[config.mk]
export PLATFORM = sky130hd
export DESIGN_NAME = debounce_scheduler_flat
export DESIGN_NICKNAME = d
export VERILOG_FILES = /design/src/rtl/debounce_pkg.sv /design/src/rtl/debounce_scheduler_if.sv /design/src/rtl/debounce_scheduler_tick_gen.sv /design/src/rtl/debounce_scheduler.sv /design/src/flat_wrapper.sv
export SDC_FILE = /design/constraint.sdc
export NUM_CORES = 1
export LEC_CHECK = 0
export ABC_AREA = 1
export CAP_MARGIN = 20
export CORE_MARGIN = 2
export CORE_UTILIZATION = 38
export DETAILED_ROUTE_END_ITERATION = 10
export HOLD_SLACK_MARGIN = 0.15
export PLACE_DENSITY = 0.63
export SYNTH_ARGS = -nofsm -noshare
export SYNTH_HDL_FRONTEND = slang
export SYNTH_SLANG_ARGS = --single-unit
[constraint.sdc]
create_clock -name i_clk -period 3.8 [get_ports i_clk]
set_clock_uncertainty 0.15 [all_clocks]
set_input_delay 0.76 -clock i_clk [delete_from_list [all_inputs] [get_ports i_clk]]
set_output_delay 0.76 -clock i_clk [all_outputs]
set_load 0.01 [all_outputs]
[src/rtl/debounce_pkg.sv]
// Shared types and helpers for the time-multiplexed debounce scheduler.
package debounce_pkg;

  typedef enum logic [1:0] {IDLE, INIT, RUN} t_sched_state;

  // Width of a per-channel agreement counter able to hold 0..scale.
  function automatic int unsigned cnt_width(input int unsigned scale);
    return $clog2(scale + 1);
  endfunction

endpackage

[src/rtl/debounce_scheduler_if.sv]
// Pad-side inputs and debounced outputs of the debounce scheduler.
interface debounce_scheduler_if #(
  parameter int unsigned p_channels = 4
);

  logic [p_channels-1:0] i_in;
  logic                  i_en;
  logic [p_channels-1:0] o_out;
  logic [p_channels-1:0] o_rise;
  logic [p_channels-1:0] o_fall;
  logic                  o_ready;

  modport master (
    output i_in,
    output i_en,
    input  o_out,
    input  o_rise,
    input  o_fall,
    input  o_ready
  );

  modport slave (
    input  i_in,
    input  i_en,
    output o_out,
    output o_rise,
    output o_fall,
    output o_ready
  );

endinterface

[src/rtl/debounce_scheduler_tick_gen.sv]
// Prescaler: one-cycle tick every p_prescale enabled clocks; frozen while i_en is low.
module tick_gen #(
  parameter int unsigned p_prescale = 16
) (
  input  logic i_clk,
  input  logic i_rst,
  input  logic i_en,
  output logic o_tick
);

  localparam int unsigned PreW = (p_prescale > 1) ? $clog2(p_prescale) : 1;
  localparam logic [PreW-1:0] Last = PreW'(p_prescale - 1);

  logic [PreW-1:0] count_q, count_d;

  always_comb begin
    count_d = count_q;
    if (i_en) begin
      count_d = (count_q == Last) ? '0 : count_q + 1'b1;
    end
  end

  always_ff @(posedge i_clk or posedge i_rst) begin
    if (i_rst) begin
      count_q <= '0;
    end else begin
      count_q <= count_d;
    end
  end

  assign o_tick = i_en && (count_q == Last);

endmodule

[src/rtl/debounce_scheduler.sv]
// Round-robin debounce: one shared hysteresis engine services one channel per prescaler tick.
module debounce_scheduler
  import debounce_pkg::*;
#(
  parameter int unsigned p_channels = 4,
  parameter int unsigned p_scale    = 5,
  parameter int unsigned p_prescale = 16
) (
  input logic                 i_clk,
  input logic                 i_rst,
  debounce_scheduler_if.slave bus
);

  localparam int unsigned CntW = cnt_width(p_scale);
  localparam int unsigned ChW  = (p_channels > 1) ? $clog2(p_channels) : 1;
  localparam logic [ChW-1:0]  LastCh    = ChW'(p_channels - 1);
  localparam logic [CntW-1:0] ScaleLast = CntW'(p_scale - 1);

  t_sched_state state_q, state_d;

  logic                  tick;
  logic [p_channels-1:0] sync1_q, s_q;
  logic [ChW-1:0]        ch_q, ch_d;
  logic [p_channels-1:0] stable_q, stable_d;
  logic [CntW-1:0]       cnt_q [p_channels];
  logic [CntW-1:0]       cnt_d [p_channels];
  logic [p_channels-1:0] rise_q, rise_d, fall_q, fall_d;
  logic                  ready_q;
  logic                  init_svc, run_svc, ready_set;
  logic                  cur_s;

  tick_gen #(
    .p_prescale (p_prescale)
  ) u_tick_gen (
    .i_clk  (i_clk),
    .i_rst  (i_rst),
    .i_en   (bus.i_en),
    .o_tick (tick)
  );

  // Two-flop synchronizer; everything downstream sees only s_q.
  always_ff @(posedge i_clk or posedge i_rst) begin
    if (i_rst) begin
      sync1_q <= '0;
      s_q     <= '0;
    end else begin
      sync1_q <= bus.i_in;
      s_q     <= sync1_q;
    end
  end

  always_ff @(posedge i_clk or posedge i_rst) begin
    if (i_rst) begin
      state_q <= IDLE;
    end else begin
      state_q <= state_d;
    end
  end

  always_comb begin
    state_d = state_q;
    case (state_q)
      IDLE:    state_d = INIT;
      INIT:    if (tick && (ch_q == LastCh)) state_d = RUN;
      RUN:     state_d = RUN;
      default: state_d = IDLE;
    endcase
  end

  always_comb begin
    init_svc  = (state_q == INIT) && tick;
    run_svc   = (state_q == RUN) && tick;
    ready_set = init_svc && (ch_q == LastCh);
  end

  assign cur_s = s_q[ch_q];

  always_comb begin
    ch_d = ch_q;
    if (init_svc || run_svc) begin
      ch_d = (ch_q == LastCh) ? '0 : ch_q + 1'b1;
    end
  end

  // Shared engine: only the pointed-to channel's level/counter can change this cycle.
  always_comb begin
    stable_d = stable_q;
    cnt_d    = cnt_q;
    rise_d   = '0;
    fall_d   = '0;
    if (init_svc) begin
      stable_d[ch_q] = cur_s;
      cnt_d[ch_q]    = '0;
    end else if (run_svc) begin
      if (cur_s == stable_q[ch_q]) begin
        cnt_d[ch_q] = '0;
      end else if (cnt_q[ch_q] == ScaleLast) begin
        stable_d[ch_q] = cur_s;
        cnt_d[ch_q]    = '0;
        rise_d[ch_q]   = cur_s;
        fall_d[ch_q]   = ~cur_s;
      end else begin
        cnt_d[ch_q] = cnt_q[ch_q] + 1'b1;
      end
    end
  end

  always_ff @(posedge i_clk or posedge i_rst) begin
    if (i_rst) begin
      ch_q     <= '0;
      stable_q <= '0;
      cnt_q    <= '{default: '0};
      rise_q   <= '0;
      fall_q   <= '0;
      ready_q  <= 1'b0;
    end else begin
      ch_q     <= ch_d;
      stable_q <= stable_d;
      cnt_q    <= cnt_d;
      rise_q   <= rise_d;
      fall_q   <= fall_d;
      if (ready_set) ready_q <= 1'b1;
    end
  end

  assign bus.o_out   = stable_q;
  assign bus.o_rise  = rise_q;
  assign bus.o_fall  = fall_q;
  assign bus.o_ready = ready_q;

endmodule

[src/flat_wrapper.sv]
// flat-port wrapper written by rule: the top's interface ports become plain ports
module debounce_scheduler_flat import debounce_pkg::*;
#(
  parameter int unsigned p_channels = 4,
  parameter int unsigned p_scale    = 5,
  parameter int unsigned p_prescale = 16
)
  (i_clk, i_rst, bus_i_in, bus_i_en, bus_o_out, bus_o_rise, bus_o_fall, bus_o_ready);
  debounce_scheduler_if #(.p_channels(p_channels)) bus_i ();
  input logic i_clk;
  input logic i_rst;
  input wire logic [$bits(bus_i.i_in)-1:0] bus_i_in;
  input wire logic [$bits(bus_i.i_en)-1:0] bus_i_en;
  output wire logic [$bits(bus_i.o_out)-1:0] bus_o_out;
  output wire logic [$bits(bus_i.o_rise)-1:0] bus_o_rise;
  output wire logic [$bits(bus_i.o_fall)-1:0] bus_o_fall;
  output wire logic [$bits(bus_i.o_ready)-1:0] bus_o_ready;
  assign bus_i.i_in = bus_i_in;
  assign bus_i.i_en = bus_i_en;
  assign bus_o_out = bus_i.o_out;
  assign bus_o_rise = bus_i.o_rise;
  assign bus_o_fall = bus_i.o_fall;
  assign bus_o_ready = bus_i.o_ready;
  debounce_scheduler #(.p_channels(p_channels), .p_scale(p_scale), .p_prescale(p_prescale)) u_core (.i_clk(i_clk), .i_rst(i_rst), .bus(bus_i));
endmodule
# After elaboration in Yosys (flattened, before gate mapping)
# Index checks and enable logic that the tools add are counted.
# totals
register_bits	41
output_inout_bits	13
elab_cells	79
# classes
add_sub_neg	3
order_cmp	4
n_eq_ne	8
muxes	33
n_bitwise	6
reduce_logical	12
# ops
op	n
$mux W4	13
$mux W12	4
$and A12 B12 Y12	1
$bwmux W12	1
$not A12 Y12	1
$mux W3	3
$and A4 B4 Y4	2
$logic_and A1 B1 Y1	7
$bmux W3 S2	1
$demux W3 S2	1
$pmux W2 S3	1
$add A4 B1 Y4 const B	1
$bmux W1 S2	2
$bwmux W4	1
$eq A2 B2 Y1 const B	2
$eq A4 B4 Y1 const B	1
$mux W2	2
$ne A2 B1 Y1 const B	2
$reduce_bool A2 Y1	2
$add A3 B1 Y3 const B	1
$eq A3 B3 Y1 const B	1
$ge A3 B3 Y1 const B	1
$lt A2 B3 Y1 const B	1
$lt A3 B1 Y1 const B	1
11 further kinds	13

# Depth between registers and ports, before layout
# Gate-level depths: netlist of the first run.
# logic_depth
ltp_word	11
mapped_depth	14
depth_no_buf	13

# Hierarchy
# Synthesis of the first run repeated with hierarchy kept, for this count alone.
# hier_totals
hier_cells	275
hier_area_um2	2280.9
# by_module_without_submodules
mod	n_inst	cells_each	area_per_inst_um2	seq_area_each_um2
debounce_scheduler	1	249	2075.7	925.9
tick_gen	1	26	205.2	100.1

# Least setup slack after synthesis of the first run
# No wires, ideal clock.
# synth_path
kind	reg2reg
from	register u_core.ch_q[1]
to	register u_core.cnt_q[3] (netlist bit)
setup_time_ns	0.078
arrival_time_ns	1.744
slack_ns	1.828
stages_incl_launch_ff	12
path_buffers	2
cell_sequence	dfrtp_1 > inv_2 > buf_2 > a21oi_1 > a32o_1 > ha_1 > nand3_2 > buf_6 > nand3_4 > inv_2 > nand2_2 > a21boi_1
# synth_between
elab_chain_len	11
word_cells_on_any_way	23
cone_classes	add/sub: 1; order compare: 2; eq/ne: 2; mux: 14; bitwise: 3; reduce/logical: 1
# synth_lines
item	line_no	source
start: declaration	debounce_scheduler.sv:23	logic [ChW-1:0] ch_q, ch_d;
start signal: assignment	debounce_scheduler.sv:117	ch_q <= ch_d;
branches (longest 10 deep; another with $add A3 B1 Y3)	-	
$mux W12 (*)	debounce_scheduler.sv:91	if (init_svc) begin
end signal: assignment	debounce_scheduler.sv:119	cnt_q <= cnt_d;
end: declaration	debounce_scheduler.sv:25	logic [CntW-1:0] cnt_q [p_channels];
# Every way passes the cells marked *. The select of a mux whose other input is x is not followed.
# A chain may end at the register's enable or synchronous reset.

# Worst setup path after layout of the first run
# layout_path
from	register u_core.ch_q[0]
to	register u_core.stable_q[3], in the netlist u_core.bus.o_out[3]
# layout_between
elab_chain_len	9
word_cells_on_any_way	23
cone_classes	order compare: 2; eq/ne: 3; mux: 14; bitwise: 1; reduce/logical: 3
# layout_lines
item	line_no	source
$lt A2 B3 Y1 (implied by the code) or $ge A2 B1 Y1 (tied branches)	debounce_scheduler.sv:92, debounce_scheduler.sv:98	
$logic_and A1 B1 Y1 (implied by the code)	debounce_scheduler.sv:92, debounce_scheduler.sv:98	
$mux W1 (implied by the code)	debounce_scheduler.sv:92, debounce_scheduler.sv:98	
$demux W1 S2	-	
$bwmux W4	debounce_scheduler.sv:92, debounce_scheduler.sv:98	
$mux W4	debounce_scheduler.sv:97	end else if (cnt_q[ch_q] == ScaleLast) begin
$mux W4	debounce_scheduler.sv:95	if (cur_s == stable_q[ch_q]) begin
$mux W4	debounce_scheduler.sv:94	end else if (run_svc) begin
$mux W4	debounce_scheduler.sv:91	
end signal: assignment	debounce_scheduler.sv:118	stable_q <= stable_d;
end: declaration	debounce_scheduler.sv:24	logic [p_channels-1:0] stable_q, stable_d;
# Several ways; a longest one is shown, not always the timed one. The select of a mux whose other input is x is not followed.

==> impl_metrics.json, run 1 <==
{
  "rsz0062_at_grt": "no",
  "outcome": "completed",
  "wire_per_inst_um": 12.31,
  "cts.reportedPaths.clkPinSlew_ps": 80,
  "core_mm2": 0.005574,
  "fmax_ghz": 0.3948,
  "synth_seq_area_share_pct": 46.22,
  "worstMarginPinSlew_ps": 749.9,
  "slowest_delay_ps": 700,
  "row_count": 27,
  "dieWidth_um": 80.43,
  "max-cap-violations": 0,
  "numCtsBuffers": 5,
  "finalMaxSlewViolations": 0,
  "drt-initial-drc-count": 93,
  "clk_latency_ps": 290,
  "p_leak_nw": 1.287,
  "yosys.area_share.adder_pct": 5.637,
  "hpwl_um": 3196,
  "synth_top_family_by_area": "simple AND/OR/NAND/NOR gates",
  "drc": 0,
  "place_area_mm2": 0.002450,
  "crit_required_ps": 3840,
  "synth_xor_area_share_pct": 0.3946,
  "vias": 1768,
  "num_antenna_cells": 0,
  "start_util_pct": 39.82,
  "synth_nets": 285,
  "post_synth_num_cell_types": 30,
  "grt_pass1_wl_um": 8017,
  "grt_pass1_vias": 1728,
  "gp_congestion": 0.8238,
  "drive_gt1_share_pct": 11.07,
  "cts_setup_buffers": 0,
  "cts_resized": 0,
  "hold_buffers": 0,
  "drtPass1Iterations": 4,
  "ys_ff_latch": 41,
  "netlist_area_mm2": 0.002220,
  "finalWirelength_um": 4445,
  "hp-class": "reg2reg",
  "cts_root_buffer": "clkbuf_8",
  "total_power_w": 0.001744,
  "die_y_um": 80.43,
  "h-tree-depth": 2,
  "areaGrowthSynthToFinish_pct": 15.56,
  "crit_slowest_cell": "dfrtp_1",
  "yosys_warnings": 0,
  "synth_top_area_cell": "dfrtp_1",
  "setup_viol": 0,
  "final_area_mm2": 0.002565,
  "vias_per_cell": 4.898,
  "io_pins": 20,
  "path_class": "reg2reg",
  "cp.arrival_ps": 2570,
  "synth_compound_area_share_pct": 5.581,
  "clock-sinks": 41,
  "fin_util_pct": 46.02,
  "clock_path_buffers": 2,
  "dieArea_mm2": 0.006468,
  "grt_max_degree": 23,
  "synthMuxAreaShare_pct": 0.5073,
  "critPathMaxFanout": 16,
  "antenna_found_initial": 0,
  "crit_top_cell": "nand2_1",
  "synth_top_area_share_pct": 46.22,
  "finalCritPeriodShare_pct": 66.65,
  "hold_viol": 0,
  "nets": 305,
  "timing.setup.tns_ps": 0,
  "ant_nets": 0,
  "io_buffers": 19,
  "cp-start-kind": "flop",
  "grt_use_total_pct": 16.04,
  "synth_area_leaders": "dfrtp_1, nand2_1, nand3_1",
  "overflow": 0,
  "path_cells": "inv_2, nand2_1, a32o_1, ha_1, nand3_2, inv_1, nand3_4, nand2_4, nand2_1, nand2_1, nand2_1",
  "syn_inst": 268,
  "vdd_drop_max_v": 0.0003762,
  "whs_ps": 201.1,
  "cts_tree": "done",
  "finalCriticalPeriod_ps": 2533,
  "power_density_mw_per_mm2": 679.9,
  "syn_area_per_cell_um2": 8.282,
  "relSlewSlack_pct": 49.95,
  "cp-end-kind": "flop",
  "yosys.area_share.simple_pct": 32.98
}
[registers in the layout, summed over array words and instances (netlist names)]
name                       cells
u_core.bus.o_rise              4
u_core.sync1_q                 4
u_core.bus.o_fall              4
u_core.u_tick_gen.count_q      4
u_core.state_q                 2
u_core.bus.o_ready             1
u_core.cnt_q                  12
u_core.ch_q                    2
u_core.s_q                     4
u_core.bus.o_out               4
[kinds of logic (layout without fill, tap and decap cells)]
family,count (synthesis),in the layout
mux,1,1
xor+xnor,1,1
fa+ha+maj,10,10
simple gates,153,153
compound gates,20,20
buf+inv,42,63
flops,41,41
[cells in the mapped netlist]
| cell | instances |
|---|---|
| nor2_2 | 1 |
| inv_1 | 29 |
| nand2_1 | 79 |
| dfrtp_1 | 41 |
| buf_2 | 4 |
| o21bai_1 | 1 |
| a32o_1 | 1 |
| a21oi_1 | 5 |
| inv_2 | 4 |
| nor2_1 | 17 |
| nand3_2 | 3 |
| buf_8 | 1 |
| mux2_2 | 1 |
| a21boi_1 | 5 |
| buf_6 | 2 |
| clkinv_1 | 1 |
| nand3_4 | 2 |
| nand4_2 | 1 |
| or2_1 | 1 |
| nand2_2 | 5 |
| nand4_1 | 7 |
| buf_4 | 1 |
| ha_1 | 10 |
| xor2_1 | 1 |
| nand2_4 | 3 |
| nand3_1 | 32 |
| or2_2 | 2 |
| o21ai_1 | 1 |
| o21ai_0 | 6 |
| a32oi_1 | 1 |
[per-layer routing]
| metal | part of all wire (%) | wire length, um | vias up | GRT usage [%] |
|---|---|---|---|---|
| met5 | 0 | 0 | - | 0 |
| met4 | 0.45 | 20 | 0 | 3.559 |
| met3 | 3.7 | 164 | 2 | 4.719 |
| met2 | 46 | 2053 | 32 | 26.08 |
| met1 | 50 | 2206 | 844 | 21.10 |
| li1 | - | - | 890 | - |
[critical path: cells and delay by family, from the launching register on]
family | cells | cell delay [ps]
DFF | 1 | 700
and+or+nand+nor | 7 | 700
buffers and inverters | 2 | 460
adders and majority gates | 1 | 210
AOI/OAI and AO/OA | 1 | 200
[final timing paths]
check,start,end,slack [ps],cells past startpoint
hold reg to reg,u_core.sync1_q[3],u_core.s_q[3],200,0
min in group asynchronous,i_rst,u_core.u_tick_gen.count_q[1],740,2
setup / recovery,u_core.ch_q[0],u_core.bus.o_out[3],1270,11
setup reg to reg,u_core.ch_q[0],u_core.bus.o_out[3],1270,11
hold / removal,u_core.sync1_q[3],u_core.s_q[3],200,0
max in group asynchronous,i_rst,u_core.cnt_q[9],1990,3
[cell type report]
type / instances / area [um^2]
clock buffer: 5 / 68.82
clock inverter: 3 / 46.29
fill: 555 / 3009
inverter: 34 / 127.6
multi-input combinational: 185 / 1001
sequential: 41 / 1026
tap: 72 / 90.09
timing repair buffer: 21 / 205.2
[cell usage in the layout (no fill, tap or decap), types with 2 or more instances in the layout]
cell	Yosys	layout
nand3_2	3	3
dfrtp_1	41	41
a21oi_1	5	5
or2_2	2	2
inv_2	4	4
buf_4	1	2
clkdlybuf4s50_1	0	19
a21boi_1	5	5
ha_1	10	10
clkbuf_8	0	5
inv_1	29	29
nand3_4	2	2
nand2_2	5	5
nor2_1	17	17
o21ai_0	6	6
nand4_1	7	7
nand2_4	3	3
nand2_1	79	79
nand3_1	32	32
[report_power, final]
group	total [W]	internal [W]	switching, W
Clock	0.000356	0.000197	0.000159
Sequential	0.000608	0.000518	0.0000899
Combinational	0.000780	0.000271	0.000509
Total	0.00174	0.000985	0.000759
[per-stage QoR]
step | worst slack, ps | instances
floorplan | 1828 | 268
finish | 1267 | 361
global route | 1040 | 361
global placement | 1183 | 353
detailed placement | 1134 | 353
CTS | 1264 | 361
Power figures use the tool's default switching activity.
==> inputs of run 2 (changes only) <==
- PLACE_DENSITY: 0.63 -> 0.65
- clock period: 3.8 -> 2.26 ns (I/O delays scaled with it)
==> impl_metrics.json, run 2 (synthesized netlist as in run 1, its figures left out) <==
{
  "outcome": "completed",
  "placedCellCount": 364,
  "cts.reportedPaths.clkPinSlew_ps": 80,
  "hold_buffers": 0,
  "regMostFlops": "u_core.cnt_q",
  "core_mm2": 0.005574,
  "hold_viol": 0,
  "start_util_pct": 39.82,
  "wire_per_inst_um": 11.97,
  "drive_gt1_share_pct": 14.67,
  "clk_latency_ps": 310,
  "numCtsBuffers": 5,
  "grt_pass1_vias": 1729,
  "rsz0062_at_grt": "no",
  "pre_cts_slack_ps": 1.271,
  "crit_slowest_cell": "dfrtp_2",
  "row_count": 27,
  "wl_met2_um": 2078,
  "clock-sinks": 41,
  "whs_path_depth": 0,
  "critPathMaxFanout": 8,
  "finalMaxSlewViolations": 0,
  "finalCritPeriodShare_pct": 89.13,
  "path_buf_inv": 3,
  "worstMarginPinSlew_ps": 507.5,
  "finalWirelength_um": 4454,
  "path_cells": "nor2_1, inv_1, a32o_1, ha_1, nand3_2, buf_4, nand3_1, nand2_1, inv_1, nand3_1, nand2_1",
  "p_leak_nw": 1.335,
  "max-cap-violations": 0,
  "fill_cells": 550,
  "power_density_mw_per_mm2": 1116,
  "hold_path_end": "u_core.s_q[1]",
  "drt-initial-drc-count": 97,
  "ant_nets": 0,
  "h-tree-depth": 2,
  "cp-start-kind": "flop",
  "final_cells": 372,
  "antenna_found_initial": 0,
  "cts_tree": "done",
  "most-common-layout-cells": "nand2_1, dfrtp_1, nand3_1",
  "path_depth": 11,
  "cts_root_buffer": "clkbuf_8",
  "crit_family": "simple AND/OR/NAND/NOR gates",
  "nets": 316,
  "final_common_cell": "nand2_1",
  "drc": 0,
  "dieArea_mm2": 0.006468,
  "vdd_drop_max_v": 0.0006245,
  "cp-end-kind": "flop",
  "hpwl_um": 3246,
  "grt_pass1_wl_um": 7886,
  "largest_reg_flops": 12,
  "timing.setup.tns_ps": 0,
  "fin_util_pct": 47.23,
  "io_buffers": 19,
  "hp-class": "reg2reg",
  "drtPass1Iterations": 4,
  "path_class": "reg2reg",
  "grt_use_total_pct": 16.15,
  "dieWidth_um": 80.43,
  "drt-met1-wl_um": 2063,
  "r2r_slack_ps": 250,
  "io_pins": 20,
  "setup_viol": 0,
  "setup_ws_ps": 245.7,
  "overflow": 0,
  "num_antenna_cells": 0,
  "slowest_delay_ps": 470,
  "vias_per_cell": 4.817,
  "r2r-start": "u_core.ch_q[0]",
  "relSlewSlack_pct": 66.17,
  "total_power_w": 0.002938,
  "gp_congestion": 0.8097,
  "vias": 1792,
  "areaGrowthSynthToFinish_pct": 18.60,
  "min-delay-start": "u_core.sync1_q[1]",
  "fmax_ghz": 0.4965,
  "cp.arrival_ps": 2070,
  "r2r_cells": 11,
  "die_y_um": 80.43,
  "route.top_layer_used": "met4",
  "crit_required_ps": 2310,
  "rr_endpoint": "u_core.cnt_q[8]",
  "clock_path_buffers": 2,
  "grt_max_degree": 42,
  "met3_length_um": 211,
  "finalCriticalPeriod_ps": 2014
}
-- run 2: final cells by class --
class                   count  area [um^2]  area share, %
well taps                  72        90.09          3.422
clock buffers               6        82.58          3.137
flip-flops and latches     41         1027          39.02
clock inverters             2        13.76         0.5228
repair buffers             32        287.8          10.93
multi-input cells         185         1001          38.02
inverters                  34        130.1          4.943
-- run 2: through the flow --
step	hold WS, ps	area [um^2]
global placement	182.5	2532
finish	200.6	2633
global route	218.8	2633
detailed placement	185.6	2532
CTS	205.4	2629
floorplan	181.2	2220
-- run 2: worst max-delay path by stage --
| stage | start | to |
|---|---|---|
| floorplan | u_core.ch_q[1] | u_core.cnt_q[3] |
| finish | u_core.ch_q[0] | u_core.cnt_q[8] |
| CTS | u_core.ch_q[1] | u_core.cnt_q[8] |
| global route | u_core.ch_q[0] | u_core.cnt_q[8] |
| detailed placement | bus_i_en | u_core.cnt_q[7] |
| global placement | bus_i_en | u_core.cnt_q[6] |
-- run 2: repair_timing --
item                       in CTS  in global routing
buffers inserted                0                  0
hold endpoints to repair        0                  0
gates resized for setup         0                  2
setup endpoints to repair       0                  2
-- run 2: routing by layer --
| layer | vias up | global-route usage, % |
|---|---|---|
| li1 | 908 | - |
| met1 | 835 | 21.18 |
| met2 | 42 | 24.92 |
| met3 | 7 | 3.371 |
| met4 | 0 | 8.644 |
| met5 | - | 0 |
-- run 2: worst reg2reg max path, stage by stage, from the launching register on --
cell and delay, ps:
dfrtp_2 470, nor2_1 120, inv_1 40, a32o_1 260, ha_1 230, nand3_2 140
buf_4 170, nand3_1 80, nand2_1 90, inv_1 50, nand3_1 60, nand2_1 50
-- run 2: power by group --
part,leakage (nW),internal [W],switching (W)
logic,0.762,0.000527,0.000903
clock network,0.0512,0.000247,0.000266
registers,0.522,0.000873,0.000121
total,1.33,0.00165,0.00129
